File: config.mk
export PLATFORM = sky130hd
export DESIGN_NAME = add_seq_ctrl
export DESIGN_NICKNAME = d
export VERILOG_FILES = /design/src/rtl/add_seq_pkg.sv /design/src/rtl/adder4_ci.sv /design/src/rtl/add_seq_ctrl.sv
export SDC_FILE = /design/constraint.sdc
export NUM_CORES = 1
export LEC_CHECK = 0
export CELL_PAD_IN_SITES_DETAIL_PLACEMENT = 2
export CELL_PAD_IN_SITES_GLOBAL_PLACEMENT = 2
export CORE_MARGIN = 2
export CORE_UTILIZATION = 31
export CTS_CLUSTER_DIAMETER = 100
export CTS_CLUSTER_SIZE = 40
export DETAILED_ROUTE_END_ITERATION = 6
export PLACE_DENSITY_LB_ADDON = 0.1
export SLEW_MARGIN = 25
export SYNTH_ARGS = -nofsm -noshare
export SYNTH_HDL_FRONTEND = slang
export SYNTH_SLANG_ARGS = --single-unit
File: constraint.sdc
create_clock -name clk -period 4.2 [get_ports clk]
set_input_delay 0.63 -clock clk [delete_from_list [all_inputs] [get_ports clk]]
set_output_delay 0.63 -clock clk [all_outputs]
set_load 0.01 [all_outputs]
File: src/rtl/add_seq_pkg.sv
`default_nettype none
// ============================================================================
//  Module   : add_seq_pkg
//  Purpose  : Shared types and constants for the nibble-serial add/sub
//             sequencer.
//  Revision : 1.0  initial release
// ============================================================================
package add_seq_pkg;

    localparam int NIBBLE_W = 4;

    typedef enum logic [1:0] {
        IDLE = 2'd0,
        RUN  = 2'd1,
        DONE = 2'd2
    } state_t;

    // One extra bit so the pass counter never aliases at the last nibble.
    function automatic int cnt_width(input int nibbles);
        return $clog2(nibbles) + 1;
    endfunction

endpackage
`default_nettype wire

File: src/rtl/adder4_ci.sv
`default_nettype none
// ============================================================================
//  Module   : adder4_ci
//  Purpose  : Combinational 4-bit ripple-carry adder with explicit carry-in.
//  Revision : 1.0  initial release
// ============================================================================
module adder4_ci
    import add_seq_pkg::*;
(
    input  logic [NIBBLE_W-1:0] a,
    input  logic [NIBBLE_W-1:0] b,
    input  logic                cin,
    output logic [NIBBLE_W-1:0] sum,
    output logic                cout
);

    logic [NIBBLE_W:0] w_c;

    assign w_c[0] = cin;

    for (genvar i = 0; i < NIBBLE_W; i++) begin : g_bit
        assign sum[i]   = a[i] ^ b[i] ^ w_c[i];
        assign w_c[i+1] = (a[i] & b[i]) | (w_c[i] & (a[i] ^ b[i]));
    end

    assign cout = w_c[NIBBLE_W];

endmodule
`default_nettype wire

File: src/rtl/add_seq_ctrl.sv
`default_nettype none
// ============================================================================
//  Module   : add_seq_ctrl
//  Purpose  : WIDTH-bit add/subtract computed one nibble per clock, LSB first,
//             through a single 4-bit adder slice with valid/ready on both sides.
//  Revision : 1.0  initial release
// ============================================================================
module add_seq_ctrl
    import add_seq_pkg::*;
#(
    parameter int WIDTH = 16
) (
    input  logic             clk,
    input  logic             rst_n,
    input  logic             in_valid,
    output logic             in_ready,
    input  logic [WIDTH-1:0] op_a,
    input  logic [WIDTH-1:0] op_b,
    input  logic             sub,
    output logic             out_valid,
    input  logic             out_ready,
    output logic [WIDTH-1:0] result,
    output logic             carry_out,
    output logic             overflow
);

    localparam int NIBBLES = WIDTH / NIBBLE_W;
    localparam int CNT_W   = cnt_width(NIBBLES);
    localparam int IDX_W   = (NIBBLES > 1) ? $clog2(NIBBLES) : 1;
    localparam logic [CNT_W-1:0] c_last = CNT_W'(NIBBLES - 1);

    state_t                            r_state;
    state_t                            w_next_state;
    logic [CNT_W-1:0]                  r_count;
    logic                              r_carry;
    logic [NIBBLES-1:0][NIBBLE_W-1:0]  r_a;
    logic [NIBBLES-1:0][NIBBLE_W-1:0]  r_b;
    logic [NIBBLES-1:0][NIBBLE_W-1:0]  r_result;
    logic                              r_carry_out;
    logic                              r_overflow;

    logic [IDX_W-1:0]    w_idx;
    logic [NIBBLE_W-1:0] w_sum;
    logic                w_cout;
    logic                w_last;
    logic                w_accept;
    logic                w_cin_msb;

    assign w_idx    = r_count[IDX_W-1:0];
    assign w_last   = (r_count == c_last);
    assign w_accept = in_valid && in_ready;

    // Only meaningful on the final pass, when the slice is on the MSB nibble.
    assign w_cin_msb = r_a[NIBBLES-1][NIBBLE_W-1] ^ r_b[NIBBLES-1][NIBBLE_W-1]
                     ^ w_sum[NIBBLE_W-1];

    adder4_ci u_adder (
        .a    (r_a[w_idx]),
        .b    (r_b[w_idx]),
        .cin  (r_carry),
        .sum  (w_sum),
        .cout (w_cout)
    );

    always_ff @(posedge clk or negedge rst_n) begin
        if (!rst_n) begin
            r_state <= IDLE;
        end else begin
            r_state <= w_next_state;
        end
    end

    always_comb begin
        w_next_state = r_state;
        case (r_state)
            IDLE:    if (w_accept)  w_next_state = RUN;
            RUN:     if (w_last)    w_next_state = DONE;
            DONE:    if (out_ready) w_next_state = IDLE;
            default:                w_next_state = IDLE;
        endcase
    end

    always_comb begin
        in_ready  = (r_state == IDLE);
        out_valid = (r_state == DONE);
    end

    // Subtraction is A + ~B + 1: invert B at capture and seed carry with sub.
    always_ff @(posedge clk or negedge rst_n) begin
        if (!rst_n) begin
            r_count     <= '0;
            r_carry     <= 1'b0;
            r_a         <= '0;
            r_b         <= '0;
            r_result    <= '0;
            r_carry_out <= 1'b0;
            r_overflow  <= 1'b0;
        end else if (w_accept) begin
            r_a     <= op_a;
            r_b     <= sub ? ~op_b : op_b;
            r_carry <= sub;
            r_count <= '0;
        end else if (r_state == RUN) begin
            r_result[w_idx] <= w_sum;
            r_carry         <= w_cout;
            r_count         <= r_count + CNT_W'(1);
            if (w_last) begin
                r_carry_out <= w_cout;
                r_overflow  <= w_cin_msb ^ w_cout;
            end
        end
    end

    assign result    = r_result;
    assign carry_out = r_carry_out;
    assign overflow  = r_overflow;

endmodule
`default_nettype wire

==> results of run 1 <==
cell type report:
class / instances / area, µm²
tap: 105 / 131
sequential: 56 / 1400
inverter: 11 / 41.3
timing repair buffer: 59 / 578
clock inverter: 2 / 35.0
multi-input combinational: 135 / 1140
fill: 874 / 4860
clock buffer: 6 / 72.6
worst paths after layout:
| check | end | slack (ns) | cells after the start |
|---|---|---|---|
| worst min-delay path | result[5]$_DFFE_PN0P_ | 0.29 | 1 |
| worst min register to register | result[1]$_DFFE_PN0P_ | 0.49 | 2 |
| min in group clk | result[1]$_DFFE_PN0P_ | 0.49 | 2 |
| max in group asynchronous | r_b[5]$_DFFE_PN0P_ | 3.07 | 2 |
| worst max register to register | overflow$_DFFE_PN0P_ | 1.12 | 11 |
| worst max-delay path | overflow$_DFFE_PN0P_ | 1.12 | 11 |
power groups by stage:
stage          sequential, µW  combinational [µW]  clock [µW]
6_report                 1000                1470         347
5_1_grt                  1050                1650         379
4_1_cts                  1010                1510         362
3_5_place_dp             1030                1500           0
3_3_place_gp             1020                1460           0
2_1_floorplan             977                1040           0
logic make-up (layout without fill, tap and decap cells):
| family | after synthesis | count (layout) |
|---|---|---|
| AO/OA/AOI/OAI | 33 | 33 |
| multiplexers | 32 | 32 |
| XOR/XNOR | 19 | 19 |
| flip-flops | 56 | 56 |
| AND/OR/NAND/NOR | 42 | 42 |
| buffers and inverters | 22 | 78 |
| adder cells (fa/ha/maj) | 9 | 9 |
registers in the layout, summed over array words and instances, names as in the netlist:
name,cells
result,16
r_count,3
r_carry,1
r_b,16
carry_out,1
r_state,2
overflow,1
r_a,16
per-stage QoR:
step / worst slack, ns / total power, µW / utilization (%)
floorplan: 1.25 / 2010 / -
global placement: 1.17 / 2480 / 39.8
detailed placement: 1.11 / 2530 / 39.8
CTS: 1.09 / 2880 / 41.1
global route: 0.893 / 3080 / 41.1
finish: 1.12 / 2820 / 41.1
per-layer routing:
| metal | wire length (µm) | GRT usage, % | vias up |
|---|---|---|---|
| met2 | 2970 | 23.6 | 32 |
| li1 | - | - | 826 |
| met1 | 2530 | 16.5 | 889 |
| met4 | 59 | 3.90 | 0 |
| met3 | 154 | 2.53 | 4 |
| met5 | 0 | 0 | - |
layout by cell type, fill, tap and decap left out:
master,count
sky130_fd_sc_hd__nor2_1,19
sky130_fd_sc_hd__xnor2_1,19
sky130_fd_sc_hd__clkdlybuf4s50_1,55
sky130_fd_sc_hd__bufinv_16,1
sky130_fd_sc_hd__buf_2,1
sky130_fd_sc_hd__inv_1,11
sky130_fd_sc_hd__nor3b_4,1
sky130_fd_sc_hd__a21oi_1,17
sky130_fd_sc_hd__nand3b_1,5
sky130_fd_sc_hd__o21bai_1,1
sky130_fd_sc_hd__dfrtp_1,56
sky130_fd_sc_hd__nor2b_1,1
sky130_fd_sc_hd__mux2_2,24
sky130_fd_sc_hd__nand2b_1,2
sky130_fd_sc_hd__o22ai_1,2
sky130_fd_sc_hd__o22a_1,1
sky130_fd_sc_hd__clkinv_2,1
sky130_fd_sc_hd__buf_4,3
sky130_fd_sc_hd__nor3b_1,1
sky130_fd_sc_hd__o21ai_0,12
sky130_fd_sc_hd__clkbuf_8,5
sky130_fd_sc_hd__fa_1,4
sky130_fd_sc_hd__mux4_2,8
sky130_fd_sc_hd__ha_1,5
sky130_fd_sc_hd__clkbuf_1,1
sky130_fd_sc_hd__nand2_1,13
worst max-delay path, cell delays in order, from the launching register on:
cell,delay (ns)
sky130_fd_sc_hd__dfrtp_1,0.34
sky130_fd_sc_hd__buf_4,0.23
sky130_fd_sc_hd__mux4_2,0.55
sky130_fd_sc_hd__fa_1,0.39
sky130_fd_sc_hd__inv_1,0.07
sky130_fd_sc_hd__fa_1,0.21
sky130_fd_sc_hd__fa_1,0.17
sky130_fd_sc_hd__inv_1,0.05
sky130_fd_sc_hd__fa_1,0.51
sky130_fd_sc_hd__xnor2_1,0.22
sky130_fd_sc_hd__xnor2_1,0.13
sky130_fd_sc_hd__o21ai_0,0.09
==> metrics.yaml, run 1 <==
outcome:
  run_status: "complete, no violations"
yosys:
  synth.largest_area_cell: "sky130_fd_sc_hd__dfrtp_1"
  synthAdderAreaFrac_pct: 5.35
  synth-edff-count: 0
  synth_flop_cell: "sky130_fd_sc_hd__dfrtp_1"
  ys_ff_latch: 56
  yosysTopAreaCellShare_pct: 52.6
  synthCells: 213
  yosysMostFrequentCell: "sky130_fd_sc_hd__dfrtp_1"
  mappedNetlistArea_um2: 2660
  yosysSeqAreaShare_pct: 52.6
  main_combinational_cell_family_by_area_after_synthesis: "multiplexers"
  ys_warn_count: 0
  synth_area_leaders: "sky130_fd_sc_hd__dfrtp_1 (53%), sky130_fd_sc_hd__mux2_2 (10%), sky130_fd_sc_hd__mux4_2 (6.8%)"
  synth.distinct_cells: 24
  syn_avg_cell_area_um2: 12.5
  yosys.area_share.simple_pct: 7.61
  post_synthesis_net_count: 259
  compound_gate_portion_of_the_synthesized_area_pct: 6.53
  synthArstFlopShare_pct: 100
  synth_xor_xnor_area_share_pct: 6.25
  multiplexer_fraction_of_the_synthesized_cell_area_pct: 16.9
  yosys-top-cells-count: "sky130_fd_sc_hd__dfrtp_1 (56), sky130_fd_sc_hd__mux2_2 (24), sky130_fd_sc_hd__nor2_1 (19), sky130_fd_sc_hd__xnor2_1 (19), sky130_fd_sc_hd__a21oi_1 (17)"
layout:
  area.growth.synth_to_final_pct: 27.5
  layout.cells.non_filler: 374
  final_layout_size_suffix_gt1_share_pct: 16.4
  design_area_um2: 3400
  antenna_cells: 0
  finalNetCount: 314
power_and_ir_drop:
  power.combinational.fraction_pct: 52.1
  powerDensity_nw_per_um2: 830
  power.internal_uw: 1780
  switching_power_uw: 1040
  static-leakage-power_uw: 0.00138
  clock_power_share_pct: 12.3
  power.switching_fraction_pct: 36.7
  vdd_drop_max_mv: 0.232
  sequentialPowerShare_pct: 35.6
clock_network:
  cts_setup_buffers: 0
  tritoncts_num_sinks: 56
  cts-root-buf: "sky130_fd_sc_hd__clkbuf_8"
  clk-insertion-delay-late_ns: 0.31
  tritoncts_clock_tree: "done"
  htree_levels: 2
  clock_path_buffers: 2
  reg_clk_slew_reported_paths_ns: 0.10
  cts_inserted_buffers: 5
  post_cts_hold_buffer_count: 0
  cts-resized-gates: 0
placement:
  numPortBuffers: 56
  place.detailed.instances: 366
  place.detailed.hpwl_mm: 4.39
  globalplace.congestion: 0.722
  dpl_cell_area_um2: 3290
sta:
  whs_ns: 0.291
  timing.final.max_slew_violations: 0
  clock-skew-final_ns: 0.0122
  tightestPinTransition_ns: 0.963
  final_period_minus_worst_setup_slack_ns: 3.08
  max-slew-margin-rel_pct: 35.6
  rsz0062_at_grt: "false"
  finalSetupViolCount: 0
  finalCritPeriodShare_pct: 73.3
  fin_hold_viols: 0
  setup_total_negative_slack_ns: 0
  fmax_ghz: 0.325
floorplan:
  placementRows: 33
  design.portCount: 57
  coreArea_um2: 8260
  die_w_um: 96.7
  initial_core_util_pct: 32.3
  die_area_um2: 9350
  floorplan.die.height_um: 96.7
route:
  detail-route-antenna-nets: 0
  drc_errors: 0
  num_vias: 1751
  avgViaCountPerCell: 4.68
  drt_iter0_markers: 24
  totalWireLength_mm: 5.71
  post_drt_wl_per_cell_um: 15.3
  drt_pass1_iterations: 3
global_route:
  grt.total_usage_pct: 13.3
  grt_first_pass_wirelength_mm: 10.1
  grt_overflow_total: 0
  number_of_global_route_vias_before_repair: 1974
  grt_max_degree: 52
  antenna_violations_before_repair: 0
worst_setup_path:
  cp-start-kind: "register"
  setup.worst_path.start: "r_count[0]$_DFFE_PN0P_"
  critPathRequiredTime_ns: 4.38
  reg_to_reg_start: "r_count[0]$_DFFE_PN0P_"
  timing.critical_path.arrival_ns: 3.26
  setup_crit_end_kind: "register"
  worst_path_maximum_fanout: 13
  worstSetupPathType: "register to register"
run:
  max_cap_viol_count: 0
hold_path:
  min-delay-path-class: "input pin to asynchronous set/reset pin"
No activity file was read; power rests on OpenSTA's default activity.
==> run 2, diff against run 1 <==
--- a/config.mk
+++ b/config.mk
@@ -8,7 +8,7 @@
 export CELL_PAD_IN_SITES_DETAIL_PLACEMENT = 2
 export CELL_PAD_IN_SITES_GLOBAL_PLACEMENT = 2
 export CORE_MARGIN = 2
-export CORE_UTILIZATION = 31
+export CORE_UTILIZATION = 30
 export CTS_CLUSTER_DIAMETER = 100
 export CTS_CLUSTER_SIZE = 40
 export DETAILED_ROUTE_END_ITERATION = 6
==> constraint.sdc (replaced) <==
create_clock -name clk -period 2.7 [get_ports clk]
set_input_delay 0.405 -clock clk [delete_from_list [all_inputs] [get_ports clk]]
set_output_delay 0.405 -clock clk [all_outputs]
set_load 0.01 [all_outputs]
==> run 2 against run 1 <==
  * The flow now finishes with violations (negative setup slack)
  * Via count rose by 4.1%
  * Global-route usage is 0.44 points higher
  * Flip-flop and latch count unchanged
  * Critical path type unchanged
  * Critical endpoint unchanged
  * Largest cell class unchanged
  * Largest power group unchanged
==> metrics.yaml, run 2 (synthesis results as in run 1) <==
outcome:
  run_status: "finished, violations left"  # was complete, no violations
  failing_checks: "negative setup slack"
layout:
  n_fill_cell: 919  # was 874
  final_layout_size_suffix_gt1_share_pct: 22.6  # was 16.4%
  multi_input_comb_area_um2: 1160  # was 1140 µm²
  area.growth.synth_to_final_pct: 31.4  # was 27.5%
  regArea_um2: 1400  # about the same
  finalNetCount: 325  # was 314
  layout_common_cells: "sky130_fd_sc_hd__dfrtp_1 (55), sky130_fd_sc_hd__clkdlybuf4s50_1 (55), sky130_fd_sc_hd__mux2_2 (22), sky130_fd_sc_hd__nor2_1 (19), sky130_fd_sc_hd__xnor2_1 (18)"  # was sky130_fd_sc_hd__dfrtp_1 (56), sky130_fd_sc_hd__clkdlybuf4s50_1 (55), sky130_fd_sc_hd__mux2_2 (24), sky130_fd_sc_hd__nor2_1 (19), sky130_fd_sc_hd__xnor2_1 (19)
  final_core_util_pct: 40.3  # was 41.1%
  antenna_cells: 0  # unchanged
global_route:
  grt_first_pass_wirelength_mm: 10.4  # was 10.1 mm
  grt_max_degree: 52  # unchanged
  grt.total_usage_pct: 13.7  # was 13.3%
  grt_overflow_total: 0  # unchanged
  number_of_global_route_vias_before_repair: 2005  # was 1974
  antenna_violations_before_repair: 0  # unchanged
route:
  post_drt_wl_per_cell_um: 15.5  # was 15.3 µm
  drt_pass1_iterations: 4  # was 3
  drc_errors: 0  # unchanged
  detail-route-antenna-nets: 0  # unchanged
  num_vias: 1823  # was 1751
  totalWireLength_mm: 5.98  # was 5.71 mm
  drt_iter0_markers: 26  # was 24
  avgViaCountPerCell: 4.71  # was 4.68
floorplan:
  initial_core_util_pct: 30.7  # was 32.3%
  design.portCount: 57  # unchanged
  die_w_um: 98.2  # was 96.7 µm
  die_area_um2: 9650  # was 9350 µm²
  placementRows: 34  # was 33
  floorplan.die.height_um: 98.2  # was 96.7 µm
  coreArea_um2: 8680  # was 8260 µm²
worst_setup_path:
  setup.reg_to_reg.worst_slack_ns: -0.13  # was 1.12 ns
  cp-start-kind: "register"  # unchanged
  setup_crit_end_kind: "register"  # unchanged
  worst_path_maximum_fanout: 4  # was 13
  critPathRequiredTime_ns: 2.89  # was 4.38 ns
  worstSetupPathType: "register to register"  # unchanged
  timing.critical_path.arrival_ns: 3.02  # was 3.26 ns
clock_network:
  tritoncts_clock_tree: "done"  # unchanged
  tritoncts_num_sinks: 56  # unchanged
  htree_levels: 2  # unchanged
  clock_path_buffers: 2  # unchanged
  clk-insertion-delay-late_ns: 0.31  # about the same
  reg_clk_slew_reported_paths_ns: 0.10  # about the same
  cts_inserted_buffers: 5  # unchanged
  cts-root-buf: "sky130_fd_sc_hd__clkbuf_8"  # unchanged
sta:
  fin_hold_viols: 0  # unchanged
  post-route-worst-setup-slack_ns: -0.127  # was 1.12 ns
  final_period_minus_worst_setup_slack_ns: 2.83  # was 3.08 ns
  max-slew-margin-rel_pct: 70.9  # was 35.6%
  timing.final.max_slew_violations: 0  # unchanged
  clock-skew-final_ns: 0.00997  # was 0.0122 ns
  tightestPinTransition_ns: 0.436  # was 0.963 ns
  rsz0062_at_grt: "true"  # was false
  setup_total_negative_slack_ns: -0.419  # was 0 ns
  fmax_ghz: 0.354  # was 0.325 GHz
  finalSetupViolCount: 5  # was 0
  finalCritPeriodShare_pct: 105  # was 73.3%
power_and_ir_drop:
  powerDensity_nw_per_um2: 1360  # was 830 nW/µm²
  vdd_drop_max_mv: 0.435  # was 0.232 mV
  power.internal_uw: 3000  # was 1780 µW
  switching_power_uw: 1750  # was 1040 µW
  static-leakage-power_uw: 0.00144  # was 0.00138 µW
  power.switching_fraction_pct: 36.9  # was 36.7%
  clock_power_share_pct: 9.5  # was 12.3%
  power.combinational.fraction_pct: 57.6  # was 52.1%
  sequentialPowerShare_pct: 33.0  # was 35.6%
run:
  max_cap_viol_count: 0  # unchanged
placement:
  numPortBuffers: 56  # unchanged
  detailedPlace.worstSlack_ns: -0.211  # was 1.11 ns
  place.detailed.hpwl_mm: 4.60  # was 4.39 mm
  globalplace.congestion: 0.717  # was 0.722
hold_path:
  min-delay-path-class: "input pin to asynchronous set/reset pin"  # unchanged
run 2: cell count changes in the layout (fill, tap and decap cells not counted), sizes merged:
cell         change
buf             +10
bufinv           -1
clkinvlp         +1
clkbuf           -1
dlygate4sd3      +1
run 2: per-stage QoR:
stage          hold slack, ns  total power (µW)  cells  instance area [µm²]
2_1_floorplan           0.109              3170    213                 2680
3_3_place_gp            0.306              4080    378                 3380
3_5_place_dp            0.311              4180    378                 3380
4_1_cts                 0.501              4830    387                 3500
5_1_grt                 0.519              5210    387                 3500
6_report                0.498              4750    387                 3500
run 2: power groups by stage:
stage	Clock (µW)	Combinational (µW)	Sequential, µW
after global routing	504	3060	1640
after floorplan	0	1650	1520
after CTS	471	2790	1580
final	450	2730	1570
after global placement	0	2490	1590
after detailed placement	0	2580	1590
run 2: repair_timing:
action                                 in CTS  in global routing
cloned                                      0                  0
setup endpoints to repair                   6                  7
hold buffers                                1                  0
endpoints found under the hold margin      11                  0
setup buffers                               1                  0
pin swaps                                   1                  1
resized for setup                           7                  2
run 2: critical path, cell delays in order (launching register included):
cell	delay (ns)
sky130_fd_sc_hd__dfrtp_2	0.42
sky130_fd_sc_hd__mux4_2	0.53
sky130_fd_sc_hd__fa_2	0.37
sky130_fd_sc_hd__inv_2	0.06
sky130_fd_sc_hd__fa_2	0.19
sky130_fd_sc_hd__fa_2	0.19
sky130_fd_sc_hd__inv_2	0.04
sky130_fd_sc_hd__fa_2	0.57
sky130_fd_sc_hd__xnor2_2	0.12
sky130_fd_sc_hd__xnor2_1	0.13
sky130_fd_sc_hd__o21ai_1	0.08
run 2: area by class of cell:
type,instances,share of cell area [%]
clock buffer,5,1.97
tap,108,3.86
timing repair buffer,70,19.4
inverter,11,1.18
clock inverter,2,0.357
sequential,56,40.1
multi-input combinational,135,33.2
run 2: final timing paths:
path / start / endpoint / cells past startpoint
min in group clk: result[10]$_DFFE_PN0P_ / result[10]$_DFFE_PN0P_ / 2
max in group asynchronous: rst_n / r_count[0]$_DFFE_PN0P_ / 3
worst min-delay path: rst_n / r_a[6]$_DFFE_PN0P_ / 2
worst min register to register: result[10]$_DFFE_PN0P_ / result[10]$_DFFE_PN0P_ / 2
worst max-delay path: r_count[0]$_DFFE_PN0P_ / overflow$_DFFE_PN0P_ / 10
worst max register to register: r_count[0]$_DFFE_PN0P_ / overflow$_DFFE_PN0P_ / 10
run 2: per-layer routing:
| metal | share of wire, % | wire length (µm) | vias up | global-route usage (%) |
|---|---|---|---|---|
| met5 | 0 | 0 | - | 0 |
| met4 | 1.4 | 86 | 0 | 4.00 |
| met3 | 3.9 | 233 | 8 | 2.93 |
| met2 | 49 | 2930 | 40 | 22.7 |
| met1 | 46 | 2730 | 926 | 18.4 |
| li1 | - | - | 849 | - |
==> run 3, diff against run 2 <==
--- a/config.mk
+++ b/config.mk
@@ -7,11 +7,13 @@
 export LEC_CHECK = 0
 export CELL_PAD_IN_SITES_DETAIL_PLACEMENT = 2
 export CELL_PAD_IN_SITES_GLOBAL_PLACEMENT = 2
+export CORE_ASPECT_RATIO = 0.5
 export CORE_MARGIN = 2
 export CORE_UTILIZATION = 30
 export CTS_CLUSTER_DIAMETER = 100
 export CTS_CLUSTER_SIZE = 40
 export DETAILED_ROUTE_END_ITERATION = 6
+export HOLD_SLACK_MARGIN = 0.08
 export PLACE_DENSITY_LB_ADDON = 0.1
 export SLEW_MARGIN = 25
 export SYNTH_ARGS = -nofsm -noshare
==> run 3 against run 2 <==
  * The flow still finishes with violations (negative setup slack)
  * Non-clock buffer count fell by 2
  * Core utilization rose by 0.58 points
  * Combinational power fell by 4%
  * Via count fell by 1.5%
  * Register-to-register slack got worse by 0.03 ns
  * Final area rose by 1.4%
  * Critical path depth fell by 1
  * Global-route usage rose by 0.69 points
  * First-iteration DRC count rose to 2.8 times the previous value
  * Critical path type unchanged
  * Largest power group unchanged
==> metrics.yaml, run 3 (synthesis results as in run 1) <==
global_route:
  grt_overflow_total: 0  # unchanged
  number_of_global_route_vias_before_repair: 2013  # was 2005
  antenna_violations_before_repair: 0  # unchanged
  grt.total_usage_pct: 14.4  # was 13.7%
  grt_max_degree: 57  # was 52
  grt_first_pass_wirelength_mm: 10.6  # was 10.4 mm
placement:
  globalplace.congestion: 0.732  # was 0.717
  numPortBuffers: 56  # unchanged
  place.detailed.instances: 387  # was 378
  detailedPlace.worstSlack_ns: -0.258  # was -0.211 ns
  place.detailed.hpwl_mm: 4.57  # was 4.60 mm
route:
  drt_iter0_markers: 74  # was 26
  drt_pass1_iterations: 4  # unchanged
  detail-route-antenna-nets: 0  # unchanged
  totalWireLength_mm: 6.12  # was 5.98 mm
  drc_errors: 0  # unchanged
  post_drt_wl_per_cell_um: 15.6  # was 15.5 µm
  avgViaCountPerCell: 4.57  # was 4.71
  num_vias: 1796  # was 1823
sta:
  timing.final.max_slew_violations: 0  # unchanged
  final_period_minus_worst_setup_slack_ns: 2.86  # was 2.83 ns
  tightestPinTransition_ns: 0.467  # was 0.436 ns
  finalSetupViolCount: 5  # unchanged
  fin_hold_viols: 0  # unchanged
  max-slew-margin-rel_pct: 68.8  # was 70.9%
  post-route-worst-setup-slack_ns: -0.159  # was -0.127 ns
  whs_ns: 0.102  # was 0.498 ns
  rsz0062_at_grt: "true"  # unchanged
  clock-skew-final_ns: 0.00808  # was 0.00997 ns
  setup_total_negative_slack_ns: -0.761  # was -0.419 ns
  finalCritPeriodShare_pct: 106  # was 105%
  fmax_ghz: 0.350  # was 0.354 GHz
clock_network:
  htree_levels: 2  # unchanged
  reg_clk_slew_reported_paths_ns: 0.07  # was 0.10 ns
  cts-root-buf: "sky130_fd_sc_hd__clkbuf_16"  # was sky130_fd_sc_hd__clkbuf_8
  tritoncts_num_sinks: 56  # unchanged
  clk-insertion-delay-late_ns: 0.30  # was 0.31 ns
  post_cts_hold_buffer_count: 0  # was 1
  clock_path_buffers: 2  # unchanged
  cts_setup_buffers: 0  # was 1
  tritoncts_clock_tree: "done"  # unchanged
  cts_inserted_buffers: 5  # unchanged
layout:
  multi_input_comb_area_um2: 1150  # was 1160 µm²
  layout_common_cells: "sky130_fd_sc_hd__dfrtp_1 (55), sky130_fd_sc_hd__clkdlybuf4s50_1 (55), sky130_fd_sc_hd__mux2_2 (23), sky130_fd_sc_hd__nor2_1 (19), sky130_fd_sc_hd__xnor2_1 (19)"  # was sky130_fd_sc_hd__dfrtp_1 (55), sky130_fd_sc_hd__clkdlybuf4s50_1 (55), sky130_fd_sc_hd__mux2_2 (22), sky130_fd_sc_hd__nor2_1 (19), sky130_fd_sc_hd__xnor2_1 (18)
  layout.cells.non_filler: 393  # was 387
  antenna_cells: 0  # unchanged
  final_layout_size_suffix_gt1_share_pct: 21.0  # was 22.6%
  finalNetCount: 323  # was 325
  regArea_um2: 1400  # unchanged
  area.growth.synth_to_final_pct: 33.3  # was 31.4%
  n_fill_cell: 904  # was 919
outcome:
  failing_checks: "negative setup slack"  # unchanged
  run_status: "finished, violations left"  # unchanged
floorplan:
  placementRows: 24  # was 34
  die_w_um: 137  # was 98.2 µm
  floorplan.die.height_um: 70.6  # was 98.2 µm
  initial_core_util_pct: 30.7  # unchanged
  die_area_um2: 9690  # was 9650 µm²
  design.portCount: 57  # unchanged
  coreArea_um2: 8680  # unchanged
run:
  max_cap_viol_count: 0  # unchanged
worst_setup_path:
  worstSetupPathType: "register to register"  # unchanged
  critPathMostFrequentCell: "sky130_fd_sc_hd__fa_2"  # unchanged
  timing.critical_path.arrival_ns: 3.04  # was 3.02 ns
  setup_crit_end_kind: "register"  # unchanged
  slowest_delay_ns: 0.46  # was 0.57 ns
  worstPathCellList: "mux4_2 -> fa_2 -> inv_2 -> fa_2 -> fa_1 -> inv_1 -> fa_2 -> buf_4 -> mux2_4"  # was mux4_2 -> fa_2 -> inv_2 -> fa_2 -> fa_2 -> inv_2 -> fa_2 -> xnor2_2 -> xnor2_1 -> o21ai_1
  worst_path_maximum_fanout: 5  # was 4
  cp-start-kind: "register"  # unchanged
  critPathSlowestCell: "sky130_fd_sc_hd__fa_2"  # unchanged
  timing.reg2reg.worst_path_depth: 9  # was 10
  critPathRequiredTime_ns: 2.88  # was 2.89 ns
power_and_ir_drop:
  powerDensity_nw_per_um2: 1380  # was 1360 nW/µm²
  static-leakage-power_uw: 0.00145  # was 0.00144 µW
  vdd_drop_max_mv: 0.438  # was 0.435 mV
hold_path:
  min-delay-path-class: "input pin to asynchronous set/reset pin"  # unchanged
==> run 3: final cells by class <==
type / count / area share (%)
tap: 117 / 4.12
multi-input combinational: 135 / 32.3
sequential: 56 / 39.5
clock buffer: 5 / 3.52
clock inverter: 1 / 0.846
inverter: 11 / 1.16
timing repair buffer: 68 / 18.5
==> run 3: critical path: cells and delay by family (launching register included) <==
kind,cells,cell delay [ns]
multiplexers,2,0.64
adder cells (fa/ha/maj),4,1.38
buffers and inverters,3,0.28
flip-flops,1,0.45
==> run 3: final timing paths <==
kind	slack [ns]	startpoint	to
setup / recovery	-0.16	r_count[0]$_DFFE_PN0P_	result[11]$_DFFE_PN0P_
hold / removal	0.10	rst_n	result[4]$_DFFE_PN0P_
setup reg to reg	-0.16	r_count[0]$_DFFE_PN0P_	result[11]$_DFFE_PN0P_
hold reg to reg	0.48	result[5]$_DFFE_PN0P_	result[5]$_DFFE_PN0P_
max in group asynchronous	2.33	rst_n	r_count[0]$_DFFE_PN0P_
min in group clk	0.48	result[5]$_DFFE_PN0P_	result[5]$_DFFE_PN0P_
==> run 3: what timing repair did <==
item	in CTS	in global routing
pin swaps	0	0
endpoints found under the setup margin	6	6
resized for setup	1	3
==> run 3: through the flow <==
| step | power (µW) | util, % | cell area [µm²] |
|---|---|---|---|
| floorplan | 3170 | - | 2680 |
| global placement | 4110 | 39.1 | 3390 |
| detailed placement | 4230 | 39.1 | 3390 |
| CTS | 4970 | 40.9 | 3550 |
| global route | 5370 | 40.9 | 3550 |
| finish | 4900 | 40.9 | 3550 |
==> run 3: where the power goes <==
part	switching (µW)	internal [µW]
registers	305	1270
clock network	286	428
logic	1190	1430
total	1780	3120
==> run 3: per-layer routing <==
metal	vias up	track usage (%)	wire, µm
li1	841	-	-
met5	-	0	0
met3	7	3.44	240
met2	39	22.0	2760
met1	909	20.8	3050
met4	0	3.78	69
